==> config.mk <==
export PLATFORM = sky130hd
export DESIGN_NAME = game_sched
export DESIGN_NICKNAME = d
export VERILOG_FILES = /design/src/rtl/game_sched_pkg.sv /design/src/rtl/game_sched_tick_gen.sv /design/src/rtl/game_sched.sv
export SDC_FILE = /design/constraint.sdc
export NUM_CORES = 1
export LEC_CHECK = 0
export ABC_CLOCK_PERIOD_IN_PS = 3000
export CORE_MARGIN = 2
export CORE_UTILIZATION = 50
export CTS_CLUSTER_SIZE = 25
export DETAILED_ROUTE_END_ITERATION = 8
export GPL_TIMING_DRIVEN = 0
export PLACE_DENSITY = 0.81
export SETUP_SLACK_MARGIN = 0.3
export SYNTH_ARGS = -nofsm -noshare
export SYNTH_HDL_FRONTEND = slang
export SYNTH_SLANG_ARGS = --single-unit
==> constraint.sdc <==
create_clock -name clk -period 3 [get_ports clk]
set_clock_uncertainty 0.15 [all_clocks]
set_input_delay 0.9 -clock clk [delete_from_list [all_inputs] [get_ports clk]]
set_output_delay 0.9 -clock clk [all_outputs]
set_load 0.05 [all_outputs]
==> src/rtl/game_sched_pkg.sv <==
// ============================================================================
// Package : game_sched_pkg
// Brief   : Shared encodings for the HEROE round scheduler (key codes, result
//           codes, posture codes, scheduler states) plus small helpers.
// Rev     : 1.0 - initial release
// ============================================================================
`default_nettype none

package game_sched_pkg;

  // Keypad codes that move the hero; every other code is ignored
  localparam logic [4:0] KEY_JUMP = 5'd2;
  localparam logic [4:0] KEY_DUCK = 5'd8;

  // Round result reported to the top-level fsm
  localparam logic [1:0] WL_NONE = 2'b00;
  localparam logic [1:0] WL_WIN  = 2'b01;
  localparam logic [1:0] WL_LOSE = 2'b10;

  // Hero posture as shown by the display
  localparam logic [1:0] VH_STAND = 2'b00;
  localparam logic [1:0] VH_JUMP  = 2'b01;
  localparam logic [1:0] VH_DUCK  = 2'b10;

  // fsm state value that means "round in progress"
  localparam logic [2:0] PLAY_STATE_DEFAULT = 3'd2;

  // Obstacle generator seed
  localparam logic [7:0] LFSR_SEED = 8'hA5;

  typedef enum logic [2:0] {
    ST_IDLE  = 3'd0,
    ST_SPAWN = 3'd1,
    ST_RUN   = 3'd2,
    ST_MOVE  = 3'd3,
    ST_CHECK = 3'd4,
    ST_WIN   = 3'd5,
    ST_LOSE  = 3'd6
  } state_e;

  // 8-bit Fibonacci LFSR, taps 8,6,5,4, shifting towards the MSB
  function automatic logic [7:0] lfsr_next(input logic [7:0] s);
    return {s[6:0], s[7] ^ s[5] ^ s[4] ^ s[3]};
  endfunction

  // Posture requested by a key code; STAND means "not a posture key"
  function automatic logic [1:0] key_posture(input logic [4:0] k);
    logic [1:0] p;
    p = VH_STAND;
    if (k == KEY_JUMP) p = VH_JUMP;
    else if (k == KEY_DUCK) p = VH_DUCK;
    return p;
  endfunction

endpackage

`default_nettype wire

==> src/rtl/game_sched_tick_gen.sv <==
// ============================================================================
// Module : tick_gen
// Brief  : Game-tick prescaler. Counts 0..TICK_DIV-1 while enabled and flags
//          the wrap cycle; held at zero while disabled.
// Rev    : 1.0 - initial release
// ============================================================================
`default_nettype none

module tick_gen #(
  parameter int unsigned TICK_DIV = 12_500_000
) (
  input  logic clk,
  input  logic rst_n,
  input  logic en,
  output logic tick
);

  localparam int unsigned CNT_W = (TICK_DIV > 1) ? $clog2(TICK_DIV) : 1;
  localparam logic [CNT_W-1:0] CNT_LAST = CNT_W'(TICK_DIV - 1);

  logic [CNT_W-1:0] cnt_q;

  // Tick is combinational on the last count so the consumer sees it the same cycle
  assign tick = en && (cnt_q == CNT_LAST);

  // Prescaler counter: free-runs while enabled, wraps on tick, parks at 0 when disabled
  always_ff @(posedge clk or negedge rst_n) begin
    if (!rst_n) begin
      cnt_q <= '0;
    end else if (!en || tick) begin
      cnt_q <= '0;
    end else begin
      cnt_q <= cnt_q + 1'b1;
    end
  end

endmodule

`default_nettype wire

==> src/rtl/game_sched.sv <==
// ============================================================================
// Module : game_sched
// Brief  : HEROE round scheduler. Paces the game tick, spawns and walks the
//          obstacle towards the hero digit, tracks hero posture from keypad
//          presses and reports win/lose to the top-level fsm.
// Rev    : 1.0 - initial release
// ============================================================================
`default_nettype none

module game_sched
  import game_sched_pkg::*;
#(
  parameter int unsigned TICK_DIV   = 12_500_000,
  parameter int unsigned HOLD_TICKS = 2,
  parameter int unsigned WIN_SCORE  = 16,
  parameter logic [2:0]  PLAY_STATE = PLAY_STATE_DEFAULT
) (
  input  logic       clk,
  input  logic       rst_n,
  input  logic [2:0] presente,
  input  logic [4:0] key,
  input  logic       keypad_pressed,
  output logic [1:0] W_or_L,
  output logic [1:0] var_h,
  output logic [3:0] tipo_obs,
  output logic [1:0] obs_pos,
  output logic       obs_valid,
  output logic [4:0] score
);

  localparam int unsigned      HOLD_W     = $clog2(HOLD_TICKS + 1);
  localparam logic [HOLD_W-1:0] HOLD_LOAD = HOLD_W'(HOLD_TICKS);
  localparam logic [HOLD_W-1:0] HOLD_ONE  = HOLD_W'(1);
  localparam logic [4:0]       WIN_TARGET = 5'(WIN_SCORE);

  state_e            state_q;
  logic [7:0]        lfsr_q;
  logic              kp_q;
  logic [HOLD_W-1:0] hold_q;
  logic [1:0]        wl_q;
  logic [1:0]        var_h_q;
  logic [3:0]        tipo_q;
  logic [1:0]        pos_q;
  logic              valid_q;
  logic [4:0]        score_q;
  logic [4:0]        score_d;

  logic       tick;
  logic       tick_en;
  logic       round_ok;
  logic       in_round;
  logic       press_edge;
  logic [1:0] press_posture;
  logic       mismatch;

  assign round_ok      = (presente == PLAY_STATE);
  assign tick_en       = (state_q != ST_IDLE);
  assign in_round      = (state_q == ST_SPAWN) || (state_q == ST_RUN) ||
                         (state_q == ST_MOVE)  || (state_q == ST_CHECK);
  assign press_edge    = keypad_pressed && !kp_q;
  assign press_posture = key_posture(key);
  // Low obstacle needs a jump, high obstacle needs a duck
  assign mismatch      = tipo_q[0] ? (var_h_q != VH_DUCK) : (var_h_q != VH_JUMP);
  // Score saturates at the target so it can never wrap
  assign score_d       = (score_q < WIN_TARGET) ? (score_q + 5'd1) : score_q;

  assign W_or_L    = wl_q;
  assign var_h     = var_h_q;
  assign tipo_obs  = tipo_q;
  assign obs_pos   = pos_q;
  assign obs_valid = valid_q;
  assign score     = score_q;

  tick_gen #(
    .TICK_DIV (TICK_DIV)
  ) u_tick_gen (
    .clk   (clk),
    .rst_n (rst_n),
    .en    (tick_en),
    .tick  (tick)
  );

  // One-flop history of the keypad level so a held key fires only once
  always_ff @(posedge clk or negedge rst_n) begin
    if (!rst_n) begin
      kp_q <= 1'b0;
    end else begin
      kp_q <= keypad_pressed;
    end
  end

  // Hero posture: a fresh press loads the posture and the hold count, ticks run it down
  always_ff @(posedge clk or negedge rst_n) begin
    if (!rst_n) begin
      var_h_q <= VH_STAND;
      hold_q  <= '0;
    end else if (!round_ok || state_q == ST_IDLE) begin
      var_h_q <= VH_STAND;
      hold_q  <= '0;
    end else if (in_round) begin
      if (press_edge && press_posture != VH_STAND) begin
        var_h_q <= press_posture;
        hold_q  <= HOLD_LOAD;
      end else if (tick && hold_q != '0) begin
        hold_q <= hold_q - HOLD_ONE;
        if (hold_q == HOLD_ONE) begin
          var_h_q <= VH_STAND;
        end
      end
    end
  end

  // Round sequencer: spawn, advance on tick, judge at the hero digit, latch the result
  always_ff @(posedge clk or negedge rst_n) begin
    if (!rst_n) begin
      state_q <= ST_IDLE;
      lfsr_q  <= LFSR_SEED;
      wl_q    <= WL_NONE;
      tipo_q  <= '0;
      pos_q   <= '0;
      valid_q <= 1'b0;
      score_q <= '0;
    end else if (!round_ok) begin
      // Abort from anywhere; the LFSR keeps its place so rounds differ
      state_q <= ST_IDLE;
      wl_q    <= WL_NONE;
      tipo_q  <= '0;
      pos_q   <= '0;
      valid_q <= 1'b0;
      score_q <= '0;
    end else begin
      case (state_q)
        ST_IDLE: begin
          wl_q    <= WL_NONE;
          tipo_q  <= '0;
          pos_q   <= '0;
          valid_q <= 1'b0;
          score_q <= '0;
          state_q <= ST_SPAWN;
        end
        ST_SPAWN: begin
          pos_q   <= 2'd3;
          valid_q <= 1'b1;
          tipo_q  <= lfsr_q[3:0];
          lfsr_q  <= lfsr_next(lfsr_q);
          state_q <= ST_RUN;
        end
        ST_RUN: begin
          if (tick) begin
            state_q <= ST_MOVE;
          end
        end
        ST_MOVE: begin
          pos_q   <= pos_q - 2'd1;
          state_q <= ST_CHECK;
        end
        ST_CHECK: begin
          if (pos_q != 2'd0) begin
            state_q <= ST_RUN;
          end else if (mismatch) begin
            wl_q    <= WL_LOSE;
            state_q <= ST_LOSE;
          end else begin
            score_q <= score_d;
            valid_q <= 1'b0;
            if (score_d == WIN_TARGET) begin
              wl_q    <= WL_WIN;
              state_q <= ST_WIN;
            end else begin
              state_q <= ST_SPAWN;
            end
          end
        end
        ST_WIN, ST_LOSE: begin
          state_q <= state_q;
        end
        default: begin
          state_q <= ST_IDLE;
        end
      endcase
    end
  end

endmodule

`default_nettype wire

Yosys cells after proc, flatten, opt, wreduce, memory -nomap -nowiden. Cells that the tools add are included.

Input bits: 11. Bits in registers: 54.

Add/subtract/negate cells: 4. $lt $le $gt $ge: 1. Eq/ne operators: 23. Bitwise operators: 3. Multiplexer cells: 37. Reduce and logical (&&, ||, !) cells: 28.

Operator list (number): two-way mux 2 bit (16); adder 24 x 1 -> 24 bit (second input constant) (1); equality test 24 bit (second input constant) (1); two-way mux 24 bit (1); two-way mux 5 bit (4); one-hot mux 3 bit (6 select lines) (1); two-way mux 3 bit (5); AND reduction 3 bit (4); one-hot mux 5 bit (2 select lines) (1); equality test 3 x 2 -> 1 bit (second input constant) (3); equality test 3 bit (second input constant) (3); != test 3 bit (second input constant) (3); nonzero test 3 bit (3); != test 4 x 1 -> 1 bit (second input constant) (2); one-hot mux 4 bit (2 select lines) (1); nonzero test 2 bit (4); != test 3 x 1 -> 1 bit (second input constant) (2); one-hot mux 2 bit (3 select lines) (1); AND reduction 2 bit (3); adder 5 x 1 -> 5 bit (second input constant) (1); equality test 5 x 2 -> 1 bit (second input constant) (1); equality test 5 x 4 -> 1 bit (second input constant) (1); equality test 5 bit (second input constant) (1); logical OR 1 bit (5); other kinds (16) (28).

Depth between registers and ports, before layout. Gate-level depths: netlist of run 1.

Depth in word-level cells: 8. Depth in mapped cells: 7. Gate-level depth less buffers: 6.

Hierarchy. A second synthesis of run 1 with hierarchy kept.

Cells, all modules: 306. Area total of the unflattened synthesis: 2969.1 um^2.

By module, submodules not included: game_sched (sequential area each 755.7 um^2, cells an instance 169, instances 1, area an instance 1666.6 um^2); tick_gen (sequential area each 600.6 um^2, cells an instance 137, instances 1, area an instance 1302.5 um^2).

Worst setup path before layout of run 1. No wires, ideal clock.

Kind: input to register. Start: input key[3]. End: register var_h_q[0], in the netlist var_h[0]. Setup slack: 0.363 ns. Required time: 2.722 ns. Stages on the path: 5. Setup time: 0.128 ns. Arrival: 2.359 ns. Cells stage by stage: xnor2_1 > or4b_4 > maj3_1 > o311ai_4 > mux2_1.

Longest elaborated chain between the ends: 8.

RTL lines: start: declaration (line game_sched.sv:21) `input logic [4:0] key,`; equality test 5 x 4 -> 1 bit (line game_sched_pkg.sv:51) `else if (k == KEY_DUCK) p = VH_DUCK;`; two-way mux 2 bit (line game_sched_pkg.sv:51); two-way mux 2 bit * (line game_sched_pkg.sv:50) `if (k == KEY_JUMP) p = VH_JUMP;`; nonzero test 2 bit (line game_sched.sv:101) `if (press_edge && press_posture != VH_STAND) begin`; logical AND 1 bit (line game_sched.sv:101); two-way mux 2 bit (line game_sched.sv:101); two-way mux 2 bit (line game_sched.sv:100) `end else if (in_round) begin`; two-way mux 2 bit (line game_sched.sv:97) `end else if (!round_ok || state_q == ST_IDLE) begin`; end signal: assignment (line game_sched.sv:102) `var_h_q <= press_posture;`; end: declaration (line game_sched.sv:41) `logic [1:0] var_h_q;`.

Every way passes the cells marked *; elsewhere a longest branch is shown, timed or not. The select of a mux whose other input is x is not followed. A chain may end at the register's enable or synchronous reset.

Worst setup path in the final report of run 1.
Start: register score_q[4], in the netlist score[4]. End: output score[4].

RTL lines: start: declaration (line game_sched.sv:45) `logic [4:0] score_q;`; start signal: assignment (line game_sched.sv:164) `score_q <= score_d;`; end: declaration (line game_sched.sv:28) `output logic [4:0] score`.

No word-level cell between the ends.

==> results of run 1 <==
-- routing by layer --
metal	vias up	track usage (%)
met4	0	5.439
met2	42	33.76
li1	1072	-
met1	1061	23.45
met5	-	0
met3	8	5.057
-- cell usage in the layout, fill, tap and decap left out, drive strengths merged, types with 9 or more instances in the layout --
master | synthesis | final
nand3 | 12 | 12
nand2 | 17 | 17
clkbuf | 7 | 13
o21ai | 12 | 12
dfrtp | 50 | 50
inv | 13 | 13
xnor2 | 15 | 15
a21oi | 18 | 18
xor2 | 11 | 11
mux2 | 9 | 9
nand4 | 10 | 10
nor2 | 46 | 46
clkdlybuf4s50 | 0 | 19
-- cell usage after synthesis, types with 2 or more instances --
cell type,count,share of area [%]
a21o_1,3,0.81
nor3b_1,2,0.54
o21ai_0,7,1.3
or2_2,2,0.45
nand2b_1,5,1.1
dfrtp_1,50,45
nor3_1,3,0.54
o22ai_1,2,0.45
mux2_2,7,2.8
ha_1,5,2.2
nor2b_1,3,0.67
nand4_1,10,2.2
nand2_1,17,2.3
or3_1,2,0.45
dfstp_2,4,3.8
clkbuf_1,7,0.94
mux2_1,2,0.81
xor2_1,11,3.5
inv_1,13,1.8
and4_1,2,0.63
nand3_1,12,2.2
a31oi_1,2,0.45
nor2_1,46,6.2
nor4_1,2,0.45
or4b_4,2,0.99
o21ai_1,5,0.90
xnor2_1,15,4.7
a21oi_1,18,3.2
a32o_1,3,1.1
or4_1,2,0.54
-- layout make-up --
cell class / instances / area, um2
plain buffers: 8 / 33.78
clock buffers: 6 / 82.58
clock inverters: 2 / 60.06
fillers: 453 / 2101
inverters: 13 / 48.80
multi-input cells: 210 / 1376
flip-flops and latches: 54 / 1356
well taps: 72 / 90.09
repair buffers: 28 / 290.3
-- metrics by stage --
step | TNS (ps) | area, um2 | instances | power (mW) | util (%)
floorplan | 0 | 2788 | 285 | 0.7725 | -
global placement | -35870 | 3138 | 383 | 0.8075 | 57.69
detailed placement | -385.3 | 3153 | 384 | 0.8111 | 57.97
CTS | 0 | 3308 | 392 | 1.399 | 60.82
global route | 0 | 3338 | 393 | 1.440 | 61.38
finish | 0 | 3338 | 393 | 1.391 | 61.38
-- sequential cells by signal (all words and copies together), names as in the netlist --
register	flops
W_or_L	2
hold_q	2
kp_q	1
lfsr_q	8
obs_pos	2
obs_valid	1
score	5
state_q	3
tipo_obs	4
u_tick_gen.cnt_q	24
var_h	2
-- worst register-to-register path: cells and delay by family, from the launching register on --
kind	cells	cell delay [ps]
flops	1	440
mux	1	330
compound gates	1	290
simple gates	3	1090
-- timing repair --
action | CTS | global route
buffers inserted | 0 | 1
hold buffers | 0 | 0
pin swaps | 0 | 2
endpoints found under the setup margin | 2 | 9
resized for setup | 6 | 6
-- worst max path at each step --
| stage | to |
|---|---|
| 2_1_floorplan | var_h[0] |
| 3_3_place_gp | u_tick_gen.cnt_q[17] |
| 3_5_place_dp | var_h[0] |
| 4_1_cts | var_h[0] |
| 5_1_grt | var_h[0] |
| 6_report | score[4] |
-- where the power goes --
group,internal (mW),leakage [nW],switching (mW)
Combinational,0.0258,0.569,0.0391
Clock,0.356,0.0714,0.238
Sequential,0.730,0.737,0.00207
-- cells by family (layout without fill, tap and decap cells) --
family / after synthesis / after routing
xor+xnor: 26 / 26
compound gates: 49 / 49
flops: 54 / 54
mux: 9 / 9
fa+ha+maj: 6 / 6
simple gates: 120 / 120
buf+inv: 21 / 57
==> flow_summary.json, run 1 <==
{
  "post-dp-hpwl_um": 3632,
  "endpoint_kind": "output pin",
  "fmax_mhz": 381.0,
  "r2r_end": "var_h[0]",
  "clockBufferDepth": 2,
  "yosys_warnings": 0,
  "syn_to_final_growth_pct": 19.75,
  "cts.sinks": 54,
  "period_needed_ps": 2624,
  "slew_headroom_pct": 64.50,
  "crit_path_cell_trace": "clkdlybuf4s50_1",
  "wl_um": 5223,
  "crit_fanout": 5,
  "cp.arrival_ps": 1570,
  "clock_latency_ps": 320,
  "gr-total-overflow": 0,
  "cp.required_ps": 1950,
  "synth-simple-area-share_pct": 22.49,
  "drv_slew": 0,
  "start_util_pct": 51.25,
  "grt_pass1_wl_um": 9611,
  "clk_pin_slew_ps": 100,
  "wl_met3_um": 195,
  "final-setup-viol-count": 0,
  "drive_gt1_share_pct": 11.21,
  "reg2reg_from": "u_tick_gen.cnt_q[9]",
  "worst_ir_drop_vdd_mv": 0.2971,
  "place_ws_ps": -196.7,
  "powerDensity_nw_per_um2": 416.6,
  "yosysUniqueCellTypes": 51,
  "drtIter0Drc": 108,
  "num_vias": 2183,
  "cpLargestDelayFamily": "buffers and inverters",
  "antenna_found_initial": 0,
  "synth_top_family_by_area": "simple AND/OR/NAND/NOR gates",
  "avgSynthCellArea_um2": 9.781,
  "ys_async_sr_fraction_pct": 100.0,
  "antenna_left": 0,
  "met1_length_um": 2376,
  "critPathMaxStageDelay_ps": 830,
  "grt_pass1_vias": 2229,
  "cts-buffers-inserted": 5,
  "coreArea_um2": 5439,
  "setup.worst_path.class": "reg -> out",
  "grt_usage_pct": 19.31,
  "rows": 27,
  "period_share_pct": 87.48,
  "synth_seq_area_share_pct": 48.65,
  "hold_path.class": "reg -> reg",
  "hold_violations": 0,
  "synth-seq-cells": 54,
  "tightestPinTransition_ps": 529.6,
  "synth.net_count": 301,
  "synth_xor_area_share_pct": 8.169,
  "grt_start_max_net_pins": 38,
  "crit_cells": 1,
  "min_to": "lfsr_q[0]",
  "yosys.area_share.adder_pct": 2.603,
  "drc": 0,
  "dieWidth_um": 78.67,
  "wl_met2_um": 2586,
  "synth.area.mux_share_pct": 3.636,
  "drv_cap": 0,
  "netlist_instances": 285,
  "hold-worst-slack_ps": 324.3,
  "viasPerCell": 5.555,
  "wl_per_cell_um": 13.29,
  "layout.nets": 336,
  "cts_tree": "yes",
  "die_h_um": 78.67,
  "crit_slowest_cell": "clkdlybuf4s50_1",
  "gp_congestion": 0.8021,
  "synth-main-ff-cell": "dfrtp_1",
  "power_leakage_nw": 1.377,
  "htreeDepth": 2,
  "dieArea_um2": 6189,
  "cts-root-buf": "clkbuf_8",
  "cp-start-kind": "register",
  "cp-startpoint": "score[4]",
  "io_buffers": 26,
  "highest_layer": "met4",
  "io-pin-count": 27,
  "synth-compound-area-share_pct": 11.49,
  "rsz0062_at_grt": "false",
  "synth_area_um2": 2788,
  "path_buf_inv": 1,
  "worstRegToRegCells": 5,
  "holdCritStartpoint": "lfsr_q[0]",
  "fin_ws_ps": 375.6,
  "status": "finished clean",
  "synth_edf_count": 0,
  "hold_path_depth": 2,
  "r2r_slack_ps": 590,
  "first_pass_iters": 4,
  "diodes": 0
}
No activity file was read; power rests on OpenSTA's default activity.
==> inputs of run 2 (changes only) <==
- SKIP_CTS_REPAIR_TIMING: not set -> 1
==> run 2 against run 1 <==
Power is 0.14% higher. Die area is the same. Critical path depth stayed put. Register-to-register slack hardly changed. Non-clock buffer count unchanged. Clock power hardly changed. Combinational power grew 2%. First-iteration DRC count is 7.4% higher. Setup slack hardly changed. Core utilization increased by 0.14 points. Highest routed layer unchanged.
==> flow_summary.json, run 2 (same netlist as run 1, synthesis figures left out) <==
{
  "cpLargestDelayFamily": "buffers and inverters",
  "crit_fanout": 5,
  "nFillCells": 453,
  "cp.arrival_ps": 1570,
  "grt_pass1_vias": 2229,
  "drc": 0,
  "cts-buffers-inserted": 5,
  "final-setup-viol-count": 0,
  "grt_pass1_wl_um": 9522,
  "drv_cap": 0,
  "hold_path.class": "reg -> reg",
  "cp.required_ps": 1950,
  "cts-root-buf": "clkbuf_8",
  "period_needed_ps": 2624,
  "clock_latency_ps": 320,
  "gr-total-overflow": 0,
  "period_share_pct": 87.48,
  "layout.nets": 336,
  "path_buf_inv": 1,
  "dieArea_um2": 6189,
  "rsz0062_at_grt": "false",
  "grt_start_max_net_pins": 38,
  "rows": 27,
  "diodes": 0,
  "busiest_layer": "met2",
  "grt_usage_pct": 19.16,
  "io_buffers": 26,
  "largest_reg_flops": 24,
  "clockBufferDepth": 2,
  "viasPerCell": 5.529,
  "cts.sinks": 54,
  "grt_util_met1_pct": 23.30,
  "setup.worst_path.class": "reg -> out",
  "cts_tree": "yes",
  "io-pin-count": 27,
  "syn_to_final_growth_pct": 20.02,
  "power_leakage_nw": 1.393,
  "post-dp-hpwl_um": 3632,
  "htreeDepth": 2,
  "start_util_pct": 51.25,
  "wl_per_cell_um": 13.49,
  "drv_slew": 0,
  "antenna_found_initial": 0,
  "num_vias": 2173,
  "grt_util_met3_pct": 5.057,
  "fmax_mhz": 381.0,
  "powerDensity_nw_per_um2": 416.3,
  "finalNonFillerCells": 393,
  "gp_congestion": 0.8021,
  "status": "finished clean",
  "layout_common_cells": "dfrtp_1, nor2_1, clkdlybuf4s50_1",
  "dpl.cell_count": 384,
  "critPathMaxStageDelay_ps": 830,
  "tightestPinTransition_ps": 532.1,
  "final_common_cell": "dfrtp_1",
  "hold-worst-slack_ps": 322.4,
  "fin_area_um2": 3346,
  "die_h_um": 78.67,
  "wl_um": 5300,
  "coreArea_um2": 5439,
  "crit_slowest_cell": "clkdlybuf4s50_1",
  "slew_headroom_pct": 64.33,
  "hold_violations": 0,
  "first_pass_iters": 5,
  "top_register": "u_tick_gen.cnt_q",
  "antenna_left": 0,
  "crit_path_cell_trace": "clkdlybuf4s50_1",
  "worst_ir_drop_vdd_mv": 0.2964,
  "tns_ps": 0,
  "clk_pin_slew_ps": 100,
  "drive_gt1_share_pct": 11.21,
  "endpoint_kind": "output pin",
  "dieWidth_um": 78.67,
  "p_total_mw": 1.393,
  "placed_area_um2": 3153,
  "grt_use_met2_pct": 33.25,
  "drtIter0Drc": 116,
  "cp-start-kind": "register"
}
-- run 2: routing by layer --
metal / up-vias / share of wire (%) / routed length (um)
met3: 6 / 3.1 / 164
met5: - / 0 / 0
met4: 0 / 1.2 / 62
li1: 1068 / - / -
met1: 1070 / 46 / 2448
met2: 29 / 50 / 2624
-- run 2: layout make-up --
class	count	area, um2	area share (%)
buffer	8	33.78	1.010
clock buffer	6	82.58	2.468
clock inverter	2	60.06	1.795
inverter	13	48.80	1.458
multi-input combinational	210	1376	41.14
sequential	54	1356	40.54
tap	72	90.09	2.693
timing repair buffer	28	297.8	8.901
-- run 2: path summary, 6_finish.rpt --
check | end | cells past startpoint | from | slack (ps)
worst min-delay path | lfsr_q[0] | 2 | lfsr_q[0] | 320
worst min register to register | lfsr_q[0] | 2 | lfsr_q[0] | 320
worst max register to register | var_h[1] | 6 | u_tick_gen.cnt_q[0] | 580
max in group asynchronous | lfsr_q[0] | 2 | rst_n | 1730
min in group asynchronous | state_q[2] | 1 | rst_n | 360
worst max-delay path | score[4] | 1 | score[4] | 380
-- run 2: power breakdown --
| part | leakage [nW] | switching, mW | total [mW] | internal (mW) |
|---|---|---|---|---|
| Combinational | 0.585 | 0.0396 | 0.0659 | 0.0264 |
| Sequential | 0.737 | 0.00206 | 0.732 | 0.730 |
| Clock | 0.0714 | 0.239 | 0.595 | 0.356 |
-- run 2: metrics by stage --
step,utilization (%),setup slack [ps]
floorplan,-,363.5
global placement,57.69,-702.2
detailed placement,57.97,-196.7
CTS,60.59,140.1
global route,61.51,296.6
finish,61.51,375.6
